$ cat src/rtl/id_stage_pipe_pkg.sv
// id_pkg: shared constants for the decode stage.
//   - opcode encodings recognised by the decoder
//   - bit positions inside the 8-bit control word carried to EX
//   - peripheral-store FSM state encoding
//   - default peripheral window base
//   - decode_ctrl(): opcode -> control word
package id_pkg;

  localparam logic [5:0] OP_RTYPE = 6'h00;
  localparam logic [5:0] OP_BEQ   = 6'h04;
  localparam logic [5:0] OP_ADDI  = 6'h08;
  localparam logic [5:0] OP_LW    = 6'h23;
  localparam logic [5:0] OP_SW    = 6'h2B;

  // Control word layout: {RegDst, ALUOp[1:0], ALUSrc, Branch, MemWrite, RegWrite, MemtoReg}
  localparam int CTRL_W        = 8;
  localparam int CTRL_REGDST   = 7;
  localparam int CTRL_ALUOP_HI = 6;
  localparam int CTRL_ALUOP_LO = 5;
  localparam int CTRL_ALUSRC   = 4;
  localparam int CTRL_BRANCH   = 3;
  localparam int CTRL_MEMWRITE = 2;
  localparam int CTRL_REGWRITE = 1;
  localparam int CTRL_MEMTOREG = 0;

  typedef enum logic [1:0] {
    ST_IDLE = 2'd0,
    ST_REQ  = 2'd1,
    ST_HOLD = 2'd2
  } peri_state_e;

  localparam int DEFAULT_PERI_BASE = 256;

  function automatic logic [CTRL_W-1:0] decode_ctrl(input logic [5:0] opcode);
    logic [CTRL_W-1:0] c;
    c = '0;
    case (opcode)
      OP_RTYPE: begin
        c[CTRL_REGDST]                  = 1'b1;
        c[CTRL_REGWRITE]                = 1'b1;
        c[CTRL_ALUOP_HI:CTRL_ALUOP_LO]  = 2'b10;
      end
      OP_ADDI: begin
        c[CTRL_ALUSRC]   = 1'b1;
        c[CTRL_REGWRITE] = 1'b1;
      end
      OP_LW: begin
        c[CTRL_ALUSRC]   = 1'b1;
        c[CTRL_REGWRITE] = 1'b1;
        c[CTRL_MEMTOREG] = 1'b1;
      end
      OP_SW: begin
        c[CTRL_ALUSRC]   = 1'b1;
        c[CTRL_MEMWRITE] = 1'b1;
      end
      OP_BEQ: begin
        c[CTRL_BRANCH]                  = 1'b1;
        c[CTRL_ALUOP_HI:CTRL_ALUOP_LO]  = 2'b01;
      end
      default: c = '0;
    endcase
    return c;
  endfunction

endpackage

$ cat src/rtl/id_stage_pipe_if.sv
// id_stage_pipe_if: every handshake/bus signal of the decode stage.
//   fetch side : in_valid, in_ready, instn
//   write-back : wb_we, wb_addr, wb_data
//   EX hazard  : ex_load_pending, ex_load_rt
//   ID/EX slot : flush, ex_ready, out_valid, out_* operand/field/control outputs
//   peripheral : peri_req, peri_ack, peri_addr, peri_data
// modport slave  = the decode stage itself
// modport master = the surrounding pipeline (fetch, EX, WB, peripheral)
interface id_stage_pipe_if #(
  parameter int DATA_W  = 32,
  parameter int NREG    = 32,
  parameter int PERI_AW = 16
);
  localparam int AW = $clog2(NREG);

  logic              in_valid;
  logic              in_ready;
  logic [31:0]       instn;

  logic              wb_we;
  logic [AW-1:0]     wb_addr;
  logic [DATA_W-1:0] wb_data;

  logic              ex_load_pending;
  logic [AW-1:0]     ex_load_rt;

  logic              flush;
  logic              ex_ready;
  logic              out_valid;
  logic [DATA_W-1:0] out_rs_data;
  logic [DATA_W-1:0] out_rt_data;
  logic [DATA_W-1:0] out_imm;
  logic [AW-1:0]     out_rs;
  logic [AW-1:0]     out_rt;
  logic [AW-1:0]     out_rd;
  logic [4:0]        out_shamt;
  logic [5:0]        out_funct;
  logic [5:0]        out_opcode;
  logic [7:0]        out_ctrl;

  logic              peri_req;
  logic              peri_ack;
  logic [PERI_AW-1:0] peri_addr;
  logic [15:0]       peri_data;

  modport slave (
    input  in_valid, instn,
    input  wb_we, wb_addr, wb_data,
    input  ex_load_pending, ex_load_rt,
    input  flush, ex_ready,
    input  peri_ack,
    output in_ready,
    output out_valid, out_rs_data, out_rt_data, out_imm,
    output out_rs, out_rt, out_rd, out_shamt, out_funct, out_opcode, out_ctrl,
    output peri_req, peri_addr, peri_data
  );

  modport master (
    output in_valid, instn,
    output wb_we, wb_addr, wb_data,
    output ex_load_pending, ex_load_rt,
    output flush, ex_ready,
    output peri_ack,
    input  in_ready,
    input  out_valid, out_rs_data, out_rt_data, out_imm,
    input  out_rs, out_rt, out_rd, out_shamt, out_funct, out_opcode, out_ctrl,
    input  peri_req, peri_addr, peri_data
  );

endinterface

$ cat src/rtl/id_stage_pipe_regfile_bypass.sv
// regfile_bypass: NREG x DATA_W register file, two combinational read ports,
// one write port. Register 0 is hard-wired to zero. A write landing on the
// same register that is being read this cycle is forwarded to the read port.
// Ports:
//   clk, rst            clock, asynchronous active-high reset (clears all regs)
//   we, waddr, wdata    write port
//   raddr_a / rdata_a   read port A
//   raddr_b / rdata_b   read port B
module regfile_bypass #(
  parameter int DATA_W = 32,
  parameter int NREG   = 32,
  localparam int AW    = $clog2(NREG)
) (
  input  logic              clk,
  input  logic              rst,
  input  logic              we,
  input  logic [AW-1:0]     waddr,
  input  logic [DATA_W-1:0] wdata,
  input  logic [AW-1:0]     raddr_a,
  output logic [DATA_W-1:0] rdata_a,
  input  logic [AW-1:0]     raddr_b,
  output logic [DATA_W-1:0] rdata_b
);

  logic [DATA_W-1:0] regs [NREG];

  always_ff @(posedge clk or posedge rst) begin
    if (rst) begin
      for (int i = 0; i < NREG; i++) begin
        regs[i] <= '0;
      end
    end else if (we && waddr != '0) begin
      regs[waddr] <= wdata;
    end
  end

  // r0 check comes last so it wins over the bypass of a write to r0.
  always_comb begin
    rdata_a = regs[raddr_a];
    if (we && waddr == raddr_a) rdata_a = wdata;
    if (raddr_a == '0) rdata_a = '0;
  end

  always_comb begin
    rdata_b = regs[raddr_b];
    if (we && waddr == raddr_b) rdata_b = wdata;
    if (raddr_b == '0) rdata_b = '0;
  end

endmodule

$ cat src/rtl/id_stage_pipe.sv
// id_stage_pipe: decode stage between fetch and execute.
//   - reads rs/rt from the bypassed register file
//   - decodes fields and the 8-bit control word
//   - stalls on load-use hazards against the LW currently in EX
//   - drives a registered ID/EX slot with a valid/ready handshake
//   - diverts stores at or above PERI_BASE to a req/ack peripheral port
// Ports: clk, rst (async active-high) and bus (id_stage_pipe_if.slave).
//
// Peripheral-store FSM:
//   state   | meaning
//   IDLE    | normal decode; a peripheral store launches a request
//   REQ     | peri_req held with stable address/data, waiting for peri_ack
//   HOLD    | ack received but the slot is busy; wait for slot_free to consume
module id_stage_pipe
  import id_pkg::*;
#(
  parameter int DATA_W    = 32,
  parameter int NREG      = 32,
  parameter int PERI_BASE = DEFAULT_PERI_BASE,
  parameter int PERI_AW   = 16
) (
  input  logic          clk,
  input  logic          rst,
  id_stage_pipe_if.slave bus
);

  localparam int AW = $clog2(NREG);
  localparam logic [16:0] PERI_BASE_L = 17'(PERI_BASE);

  logic [5:0]        opcode;
  logic [AW-1:0]     rs;
  logic [AW-1:0]     rt;
  logic [AW-1:0]     rd;
  logic [4:0]        shamt;
  logic [5:0]        funct;
  logic [DATA_W-1:0] imm_ext;
  logic [DATA_W-1:0] rs_data;
  logic [DATA_W-1:0] rt_data;
  logic [CTRL_W-1:0] ctrl_dec;
  logic [CTRL_W-1:0] load_ctrl;

  logic uses_rt;
  logic haz;
  logic peri_store;
  logic slot_free;
  logic normal_ready;
  logic consume;
  logic load_slot;
  logic killed;

  peri_state_e state;

  assign opcode  = bus.instn[31:26];
  assign rs      = bus.instn[21 +: AW];
  assign rt      = bus.instn[16 +: AW];
  assign rd      = bus.instn[11 +: AW];
  assign shamt   = bus.instn[10:6];
  assign funct   = bus.instn[5:0];
  assign imm_ext = {{(DATA_W-16){bus.instn[15]}}, bus.instn[15:0]};
  assign ctrl_dec = decode_ctrl(opcode);

  regfile_bypass #(
    .DATA_W (DATA_W),
    .NREG   (NREG)
  ) u_regfile (
    .clk     (clk),
    .rst     (rst),
    .we      (bus.wb_we),
    .waddr   (bus.wb_addr),
    .wdata   (bus.wb_data),
    .raddr_a (rs),
    .rdata_a (rs_data),
    .raddr_b (rt),
    .rdata_b (rt_data)
  );

  // rt is only a source operand for R-type, SW (store data) and BEQ.
  assign uses_rt = (opcode == OP_RTYPE) || (opcode == OP_SW) || (opcode == OP_BEQ);

  assign haz = bus.ex_load_pending && (bus.ex_load_rt != '0) &&
               ((bus.ex_load_rt == rs) || ((bus.ex_load_rt == rt) && uses_rt));

  assign peri_store = (opcode == OP_SW) && ({1'b0, bus.instn[15:0]} >= PERI_BASE_L);

  assign slot_free    = !bus.out_valid || bus.ex_ready;
  assign normal_ready = slot_free && !haz && (state == ST_IDLE) && !peri_store;

  // The held peripheral store is consumed once its ack is in and the slot can take it.
  assign consume = ((state == ST_REQ) && bus.peri_ack && slot_free) ||
                   ((state == ST_HOLD) && slot_free);

  assign bus.in_ready = !rst && (normal_ready || consume);

  assign load_slot = (bus.in_valid && normal_ready) || (consume && !killed);

  // A store that went out over the peripheral port must not also hit data memory.
  always_comb begin
    load_ctrl = ctrl_dec;
    if (state != ST_IDLE) load_ctrl[CTRL_MEMWRITE] = 1'b0;
  end

  always_ff @(posedge clk or posedge rst) begin
    if (rst) begin
      bus.out_valid   <= 1'b0;
      bus.out_rs_data <= '0;
      bus.out_rt_data <= '0;
      bus.out_imm     <= '0;
      bus.out_rs      <= '0;
      bus.out_rt      <= '0;
      bus.out_rd      <= '0;
      bus.out_shamt   <= '0;
      bus.out_funct   <= '0;
      bus.out_opcode  <= '0;
      bus.out_ctrl    <= '0;
      bus.peri_req    <= 1'b0;
      bus.peri_addr   <= '0;
      bus.peri_data   <= '0;
      killed          <= 1'b0;
      state           <= ST_IDLE;
    end else begin
      if (bus.flush) begin
        bus.out_valid <= 1'b0;
      end else if (load_slot) begin
        bus.out_valid   <= 1'b1;
        bus.out_rs_data <= rs_data;
        bus.out_rt_data <= rt_data;
        bus.out_imm     <= imm_ext;
        bus.out_rs      <= rs;
        bus.out_rt      <= rt;
        bus.out_rd      <= rd;
        bus.out_shamt   <= shamt;
        bus.out_funct   <= funct;
        bus.out_opcode  <= opcode;
        bus.out_ctrl    <= load_ctrl;
      end else if (slot_free) begin
        bus.out_valid <= 1'b0;
      end

      case (state)
        ST_IDLE: begin
          if (bus.in_valid && peri_store && !haz) begin
            state         <= ST_REQ;
            bus.peri_req  <= 1'b1;
            bus.peri_addr <= bus.instn[PERI_AW-1:0];
            bus.peri_data <= rt_data[15:0];
          end
        end
        ST_REQ: begin
          if (bus.flush) killed <= 1'b1;
          if (bus.peri_ack) begin
            bus.peri_req <= 1'b0;
            if (slot_free) begin
              state  <= ST_IDLE;
              killed <= 1'b0;
            end else begin
              state <= ST_HOLD;
            end
          end
        end
        ST_HOLD: begin
          if (bus.flush) killed <= 1'b1;
          if (slot_free) begin
            state  <= ST_IDLE;
            killed <= 1'b0;
          end
        end
        default: begin
          state        <= ST_IDLE;
          bus.peri_req <= 1'b0;
          killed       <= 1'b0;
        end
      endcase
    end
  end

endmodule

$ cat src/flat_wrapper.sv
// flat-port wrapper written by rule: the top's interface ports become plain ports
module id_stage_pipe_flat import id_pkg::*;
#(
  parameter int DATA_W    = 32,
  parameter int NREG      = 32,
  parameter int PERI_BASE = DEFAULT_PERI_BASE,
  parameter int PERI_AW   = 16
)
  (clk, rst, bus_in_valid, bus_instn, bus_wb_we, bus_wb_addr, bus_wb_data, bus_ex_load_pending, bus_ex_load_rt, bus_flush, bus_ex_ready, bus_peri_ack, bus_in_ready, bus_out_valid, bus_out_rs_data, bus_out_rt_data, bus_out_imm, bus_out_rs, bus_out_rt, bus_out_rd, bus_out_shamt, bus_out_funct, bus_out_opcode, bus_out_ctrl, bus_peri_req, bus_peri_addr, bus_peri_data);
  id_stage_pipe_if #(.DATA_W(DATA_W), .NREG(NREG), .PERI_AW(PERI_AW)) bus_i ();
  input  logic clk;
  input  logic rst;
  input wire logic [$bits(bus_i.in_valid)-1:0] bus_in_valid;
  input wire logic [$bits(bus_i.instn)-1:0] bus_instn;
  input wire logic [$bits(bus_i.wb_we)-1:0] bus_wb_we;
  input wire logic [$bits(bus_i.wb_addr)-1:0] bus_wb_addr;
  input wire logic [$bits(bus_i.wb_data)-1:0] bus_wb_data;
  input wire logic [$bits(bus_i.ex_load_pending)-1:0] bus_ex_load_pending;
  input wire logic [$bits(bus_i.ex_load_rt)-1:0] bus_ex_load_rt;
  input wire logic [$bits(bus_i.flush)-1:0] bus_flush;
  input wire logic [$bits(bus_i.ex_ready)-1:0] bus_ex_ready;
  input wire logic [$bits(bus_i.peri_ack)-1:0] bus_peri_ack;
  output wire logic [$bits(bus_i.in_ready)-1:0] bus_in_ready;
  output wire logic [$bits(bus_i.out_valid)-1:0] bus_out_valid;
  output wire logic [$bits(bus_i.out_rs_data)-1:0] bus_out_rs_data;
  output wire logic [$bits(bus_i.out_rt_data)-1:0] bus_out_rt_data;
  output wire logic [$bits(bus_i.out_imm)-1:0] bus_out_imm;
  output wire logic [$bits(bus_i.out_rs)-1:0] bus_out_rs;
  output wire logic [$bits(bus_i.out_rt)-1:0] bus_out_rt;
  output wire logic [$bits(bus_i.out_rd)-1:0] bus_out_rd;
  output wire logic [$bits(bus_i.out_shamt)-1:0] bus_out_shamt;
  output wire logic [$bits(bus_i.out_funct)-1:0] bus_out_funct;
  output wire logic [$bits(bus_i.out_opcode)-1:0] bus_out_opcode;
  output wire logic [$bits(bus_i.out_ctrl)-1:0] bus_out_ctrl;
  output wire logic [$bits(bus_i.peri_req)-1:0] bus_peri_req;
  output wire logic [$bits(bus_i.peri_addr)-1:0] bus_peri_addr;
  output wire logic [$bits(bus_i.peri_data)-1:0] bus_peri_data;
  assign bus_i.in_valid = bus_in_valid;
  assign bus_i.instn = bus_instn;
  assign bus_i.wb_we = bus_wb_we;
  assign bus_i.wb_addr = bus_wb_addr;
  assign bus_i.wb_data = bus_wb_data;
  assign bus_i.ex_load_pending = bus_ex_load_pending;
  assign bus_i.ex_load_rt = bus_ex_load_rt;
  assign bus_i.flush = bus_flush;
  assign bus_i.ex_ready = bus_ex_ready;
  assign bus_i.peri_ack = bus_peri_ack;
  assign bus_in_ready = bus_i.in_ready;
  assign bus_out_valid = bus_i.out_valid;
  assign bus_out_rs_data = bus_i.out_rs_data;
  assign bus_out_rt_data = bus_i.out_rt_data;
  assign bus_out_imm = bus_i.out_imm;
  assign bus_out_rs = bus_i.out_rs;
  assign bus_out_rt = bus_i.out_rt;
  assign bus_out_rd = bus_i.out_rd;
  assign bus_out_shamt = bus_i.out_shamt;
  assign bus_out_funct = bus_i.out_funct;
  assign bus_out_opcode = bus_i.out_opcode;
  assign bus_out_ctrl = bus_i.out_ctrl;
  assign bus_peri_req = bus_i.peri_req;
  assign bus_peri_addr = bus_i.peri_addr;
  assign bus_peri_data = bus_i.peri_data;
  id_stage_pipe #(.DATA_W(DATA_W), .NREG(NREG), .PERI_BASE(PERI_BASE), .PERI_AW(PERI_AW)) u_core (.clk(clk), .rst(rst), .bus(bus_i));
endmodule
$ cat config.mk
export PLATFORM = sky130hd
export DESIGN_NAME = id_stage_pipe_flat
export DESIGN_NICKNAME = d
export VERILOG_FILES = /design/src/rtl/id_stage_pipe_pkg.sv /design/src/rtl/id_stage_pipe_if.sv /design/src/rtl/id_stage_pipe_regfile_bypass.sv /design/src/rtl/id_stage_pipe.sv /design/src/flat_wrapper.sv
export SDC_FILE = /design/constraint.sdc
export NUM_CORES = 2
export LEC_CHECK = 0
export CORE_ASPECT_RATIO = 1.5
export CORE_MARGIN = 5
export CORE_UTILIZATION = 50
export CTS_CLUSTER_DIAMETER = 120
export DETAILED_ROUTE_END_ITERATION = 8
export PLACE_DENSITY_LB_ADDON = 0.05
export SLEW_MARGIN = 40
export SYNTH_ARGS = -nofsm -noshare
export SYNTH_HDL_FRONTEND = slang
export SYNTH_SLANG_ARGS = --single-unit
$ cat constraint.sdc
create_clock -name clk -period 40.4 [get_ports clk]
set_input_delay 8.08 -clock clk [delete_from_list [all_inputs] [get_ports clk]]
set_output_delay 8.08 -clock clk [all_outputs]
set_load 0.005 [all_outputs]
[After elaboration in Yosys (flattened, before gate mapping)]
Cells that the tools add are included.
Operators by class
  magnitude comparators: 5
  eq/ne operators: 13
  mux-type cells: 36
  bitwise operators: 5
  reductions and logical operators: 45
Operators with widths (count)
  $bwmux 1024: 1
  $bmux 32 s5: 2
  $mux 32: 9
  $demux 32 s5: 1
  $eq 5x5->1: 4
  $logic_and 1x1->1: 19
  $ge 6x6->1 const B: 3
  $not 5->6: 3
  $ge 16x9->1 const B: 1
  $mux 1: 15
  $eq 6x6->1 const B: 2
  $logic_not 5->1: 2
  $reduce_bool 5->1: 2
  $mux 2: 4
  $logic_or 1x1->1: 7
  $eq 6x3->1 const B: 1
  $eq 6x4->1 const B: 1
  $logic_not 6->1: 1
  $lt 6x1->1 const B: 1
  $pmux 1 s3: 2
  $pmux 2 s3: 1
  $reduce_and 3->1: 2
  $reduce_or 3->1: 2
  $logic_not 1->1: 5
  10 further kinds: 13
Word-level totals
  register bits after elaboration: 1181
  output and inout bits: 171
  word-level logic and storage cells: 152

[Logic depth before layout (Yosys ltp)]
  depth in word-level cells: 14
  mapped depth: 11

[Modules after synthesis]
From an unflattened synthesis, not the netlist that was laid out.
Second synthesis, totals
  cells, all modules: 4331
  area, all modules: 61469.0 um^2
Modules (own cells, without submodules)
  regfile_bypass: instances 1, cells each 3933, area each 55384.4 um^2
  id_stage_pipe: instances 1, cells each 398, area each 6084.6 um^2

[Worst setup path before layout]
Ideal clock, no wire load.
  kind: input port to output port
  start point: in bus_ex_load_rt[0]
  end point: out bus_in_ready
  data arrival time: 9286 ps
  data required time: 32320 ps
  path slack: 23034 ps
  cell stages on the path: 6
  path buffers: 1
  path through: or4_1 o21a_1 o21ai_1 buf_2 nand2_1 a21oi_1
Between the ends
  word-level cells in the longest chain between the ends: 10
  elaborated cells on any way between the ends: 13
  classes of those cells: eq/ne: 2; reduce/logical: 11
RTL lines
  start: declaration: line flat_wrapper.sv:19  | input wire logic [$bits(bus_i.ex_load_rt)-1:0] bus_ex_load_rt;
  $eq 5x5->1: line id_stage_pipe.sv:81  | ((bus.ex_load_rt == rs) || ((bus.ex_load_rt == rt) && uses_rt));
  $logic_and 1x1->1: line id_stage_pipe.sv:81
  $logic_or 1x1->1: line id_stage_pipe.sv:81
  $logic_and 1x1->1 *: line id_stage_pipe.sv:80  | assign haz = bus.ex_load_pending && (bus.ex_load_rt != '0) &&
  $logic_not 1->1 *: line id_stage_pipe.sv:86  | assign normal_ready = slot_free && !haz && (state == ST_IDLE) && !peri_store;
  $logic_and 1x1->1 * (3 in series): line id_stage_pipe.sv:86
  $logic_or 1x1->1 *: line id_stage_pipe.sv:92  | assign bus.in_ready = !rst && (normal_ready || consume);
  $logic_and 1x1->1 *: line id_stage_pipe.sv:92
  end: declaration: line flat_wrapper.sv:23  | output wire logic [$bits(bus_i.in_ready)-1:0] bus_in_ready;
Mark *: on every way between the ends. The rest lies on a longest branch, timed or not.

[Final worst setup path]
  start point: in bus_instn[29]
  end point: out bus_in_ready
Between the ends
  word-level cells in the longest chain between the ends: 12
  elaborated cells on any way between the ends: 16
  classes of those cells: eq/ne: 2; reduce/logical: 14
RTL lines
  start: declaration: line flat_wrapper.sv:14  | input wire logic [$bits(bus_i.instn)-1:0] bus_instn;
  $eq 6x6->1 / $logic_not 6->1 (equally long branches): line id_stage_pipe.sv:78, id_stage_pipe.sv:83
  $logic_or 1x1->1 (2 in series): line id_stage_pipe.sv:78  | assign uses_rt = (opcode == OP_RTYPE) || (opcode == OP_SW) || (opcode == OP_BEQ);
  $logic_and 1x1->1: line id_stage_pipe.sv:81
  $logic_or 1x1->1: line id_stage_pipe.sv:81
  $logic_and 1x1->1: line id_stage_pipe.sv:80
  $logic_not 1->1: line id_stage_pipe.sv:86
  $logic_and 1x1->1 (2 in series): line id_stage_pipe.sv:86
  $logic_and 1x1->1 *: line id_stage_pipe.sv:86
  $logic_or 1x1->1 *: line id_stage_pipe.sv:92
  $logic_and 1x1->1 *: line id_stage_pipe.sv:92
Marked as above.

==> flow_metrics.tcl <==
set metrics [dict create \
    cp_max_fo 11 \
    grt_max_degree 137 \
    area_delta_synth_final_pct 12.7 \
    htree_levels 3 \
    hold_viol 0 \
    fmax_mhz 53.0 \
    finalSetupViolCount 0 \
    multiInputGateArea_sq_um 30000 \
    critPathCaptureType "primary output" \
    slew_headroom_pct 36.8 \
    postCtsHoldBufs 0 \
    p_leak_nw 29.8 \
    power_density_nw_per_um2 52.6 \
    via_per_inst 6.66 \
    start_util_pct 50.2 \
    firstDrtPassIters 6 \
    drv_cap 0 \
    ys_types 65 \
    cts_tree "yes" \
    crit_path_frequent_cell "clkdlybuf4s50_1" \
    cpPeakStageDelay_ns 0.54 \
    dpl.hpwl_microns 122000 \
    arrival_ns 10.78 \
    syn_nets 4240 \
    core.rowCount 157 \
    layout_common_cells "dfrtp_1, mux2_2, mux4_2" \
    synth.avg_cell_area_sq_um 14.7 \
    stdcell_area_sq_um 69000 \
    clk_pin_slew_worst_paths_ns 0.06 \
    crit_path_start_kind "primary input" \
    syn_area_sq_um 61200 \
    ys.flop_type "dfrtp_1" \
    syn_inst 4155 \
    synth-edff-count 0 \
    setup_slack_ns 21.54 \
    portBuffers 252 \
    place.gp.congestion 0.824 \
    nFillCells 9987 \
    cts.sinks 1164 \
    fin_crit_ns 18.86 \
    routed_wl_microns 203000 \
    critPathKind "primary input to primary output" \
    status "finished, final reports clean" \
    cts_resized 0 \
    hp-class "flop to flop" \
    coreArea_sq_um 122000 \
    fp.dieH_microns 439 \
    clock_skew_ns 0.0242 \
    io_pins 253 \
    place_area_sq_um 64800 \
    seqCellArea_sq_um 29100 \
    synth_top_area_share_pct 47.6 \
    slew_violations 0 \
    seq_area_frac_synth_pct 47.6 \
    netlist_top_cells_area "dfrtp_1, mux2_2, mux4_2, mux2i_1, clkbuf_1" \
    post-route-period-util_pct 46.7 \
    grt_pass1_wl_microns 296000 \
    clock_path_buffers 3 \
    grt_pass1_vias 40700 \
    tns_ns 0 \
    first_iter_violations 3056 \
    drive_gt1_share_pct 47.2 \
    numCtsBuffers 117 \
    nNetsFinal 4271 \
    wl_per_cell_microns 34.5 \
    async_flop_share_pct 100 \
    synth_warnings 0 \
    post_cts_buffers 0 \
    cp.required_ns 32.32 \
    die_area_sq_um 130000 \
    rsz0062_at_grt "no" \
    vias 39100 \
    tightest_slew_ns 0.948 \
    peakVddDrop_uv 36.5 \
    slowest_stage "clkdlybuf4s50_1" \
    dp_slack_ns 21.55 \
    fp.dieW_microns 296 \
    layout_commonest_cell "dfrtp_1" \
    grt.overflow.total 0 \
    clock_latency_ns 0.74 \
    drc 0 \
    fin_util_pct 56.6 \
    ys_seq_elements 1164 \
    crit_chain "clkdlybuf4s50_1 > nand4_1 > o22a_1 > nor4_1 > o21ai_1 > buf_4 > nand2_1 > a21oi_1 > clkdlybuf4s50_1" \
    cts-root-buf "clkbuf_16" \
    postRouteAntennaNets 0 \
    yosys.area.top_type "dfrtp_1" \
    antenna_found_initial 9 \
    grt_usage_pct 31.2 \
]
## metal layers
metal	GRT usage [%]	routed length, microns	share of wire, %	vias to the layer above
li1	-	-	-	16000
met1	41.2	79800	39	21300
met2	52.9	102000	50	1445
met3	4.22	12300	6.1	387
met4	12.0	8390	4.1	0
met5	0	0	0	-
## metrics by stage
stage	std cells	hold WS [ns]	power, W
floorplan	4155	0.438	0.00216
global placement	5650	0.377	0.00247
detailed placement	5654	0.384	0.00250
CTS	5873	0.399	0.00366
global route	5879	0.404	0.00379
finish	5881	0.398	0.00363
## critical path: cells and delay by family
kind / cells / cell delay (ns)
AO/OA/AOI/OAI: 3 / 0.95
AND/OR/NAND/NOR: 3 / 0.38
buffers and inverters: 3 / 1.34
## where the power goes
part,switching (W),internal (W),leakage (nW),total [W]
Sequential,0.000184,0.00141,14.9,0.00160
Combinational,0.000343,0.000534,12.9,0.000877
Clock,0.000496,0.000662,2.00,0.00116
## flip-flops by register name (all words and copies together) (netlist names), 2 cells and up
register	count
u_core.bus.peri_addr	16
u_core.bus.out_shamt	4
u_core.bus.out_imm	2
u_core.bus.out_rs_data	32
u_core.bus.out_rt	5
u_core.state	2
u_core.u_regfile.regs	1024
u_core.bus.out_rd	5
u_core.bus.out_ctrl	7
u_core.bus.out_rs	5
u_core.bus.out_rt_data	32
u_core.bus.out_funct	5
u_core.bus.out_opcode	6
u_core.bus.peri_data	16
## worst paths after layout
path                                        startpoint                     endpoint  slack (ns)  cells after the start
hold reg to reg            u_core.u_regfile.regs[1015]  u_core.u_regfile.regs[1015]        0.40                      0
min in group asynchronous                          rst       u_core.bus.out_ctrl[3]        7.70                      2
hold / removal             u_core.u_regfile.regs[1015]  u_core.u_regfile.regs[1015]        0.40                      0
setup reg to reg                       u_core.state[1]   u_core.bus.out_rt_data[19]       37.52                      8
setup / recovery                         bus_instn[29]                 bus_in_ready       21.54                      9
max in group asynchronous                          rst   u_core.u_regfile.regs[244]       29.64                      7
## synthesized netlist by cell type, types with 13 or more instances
library cell / n
a211oi_1: 26
a21oi_1: 61
a22o_1: 45
a22oi_1: 46
a31oi_1: 14
buf_1: 66
buf_2: 66
buf_4: 72
buf_6: 17
clkbuf_1: 253
dfrtp_1: 1164
mux2_2: 1163
mux2i_1: 198
mux4_1: 16
mux4_2: 439
nand2_1: 80
nor2_1: 60
nor2b_1: 39
nor3_1: 29
o21ai_0: 52
o221ai_1: 16
o22ai_1: 41
o2bb2ai_1: 14
xnor2_1: 13
## kinds of logic (layout without fill, tap and decap cells)
| logic type | count (synthesis) | count (layout) | share of synthesized area (%) |
|---|---|---|---|
| compound gates | 374 | 374 | 4.30 |
| xor+xnor | 20 | 20 | 0.286 |
| fa+ha+maj | 3 | 3 | 0.0613 |
| buf+inv | 486 | 617 | 3.87 |
| flops | 1164 | 1164 | 47.6 |
| mux | 1824 | 1824 | 41.6 |
| other cells | 0 | 5 | 0 |
| simple gates | 284 | 284 | 2.31 |
## layout make-up
type / count / area share, %
Inverter: 6 / 0.0381
Multi-Input combinational cell: 2505 / 43.5
Sequential cell: 1164 / 42.2
Timing Repair Buffer: 392 / 5.47
Clock buffer: 167 / 5.02
Antenna cell: 5 / 0.0181
Clock inverter: 52 / 0.879
Tap cell: 1590 / 2.88
No activity file was read; power rests on OpenSTA's default activity.
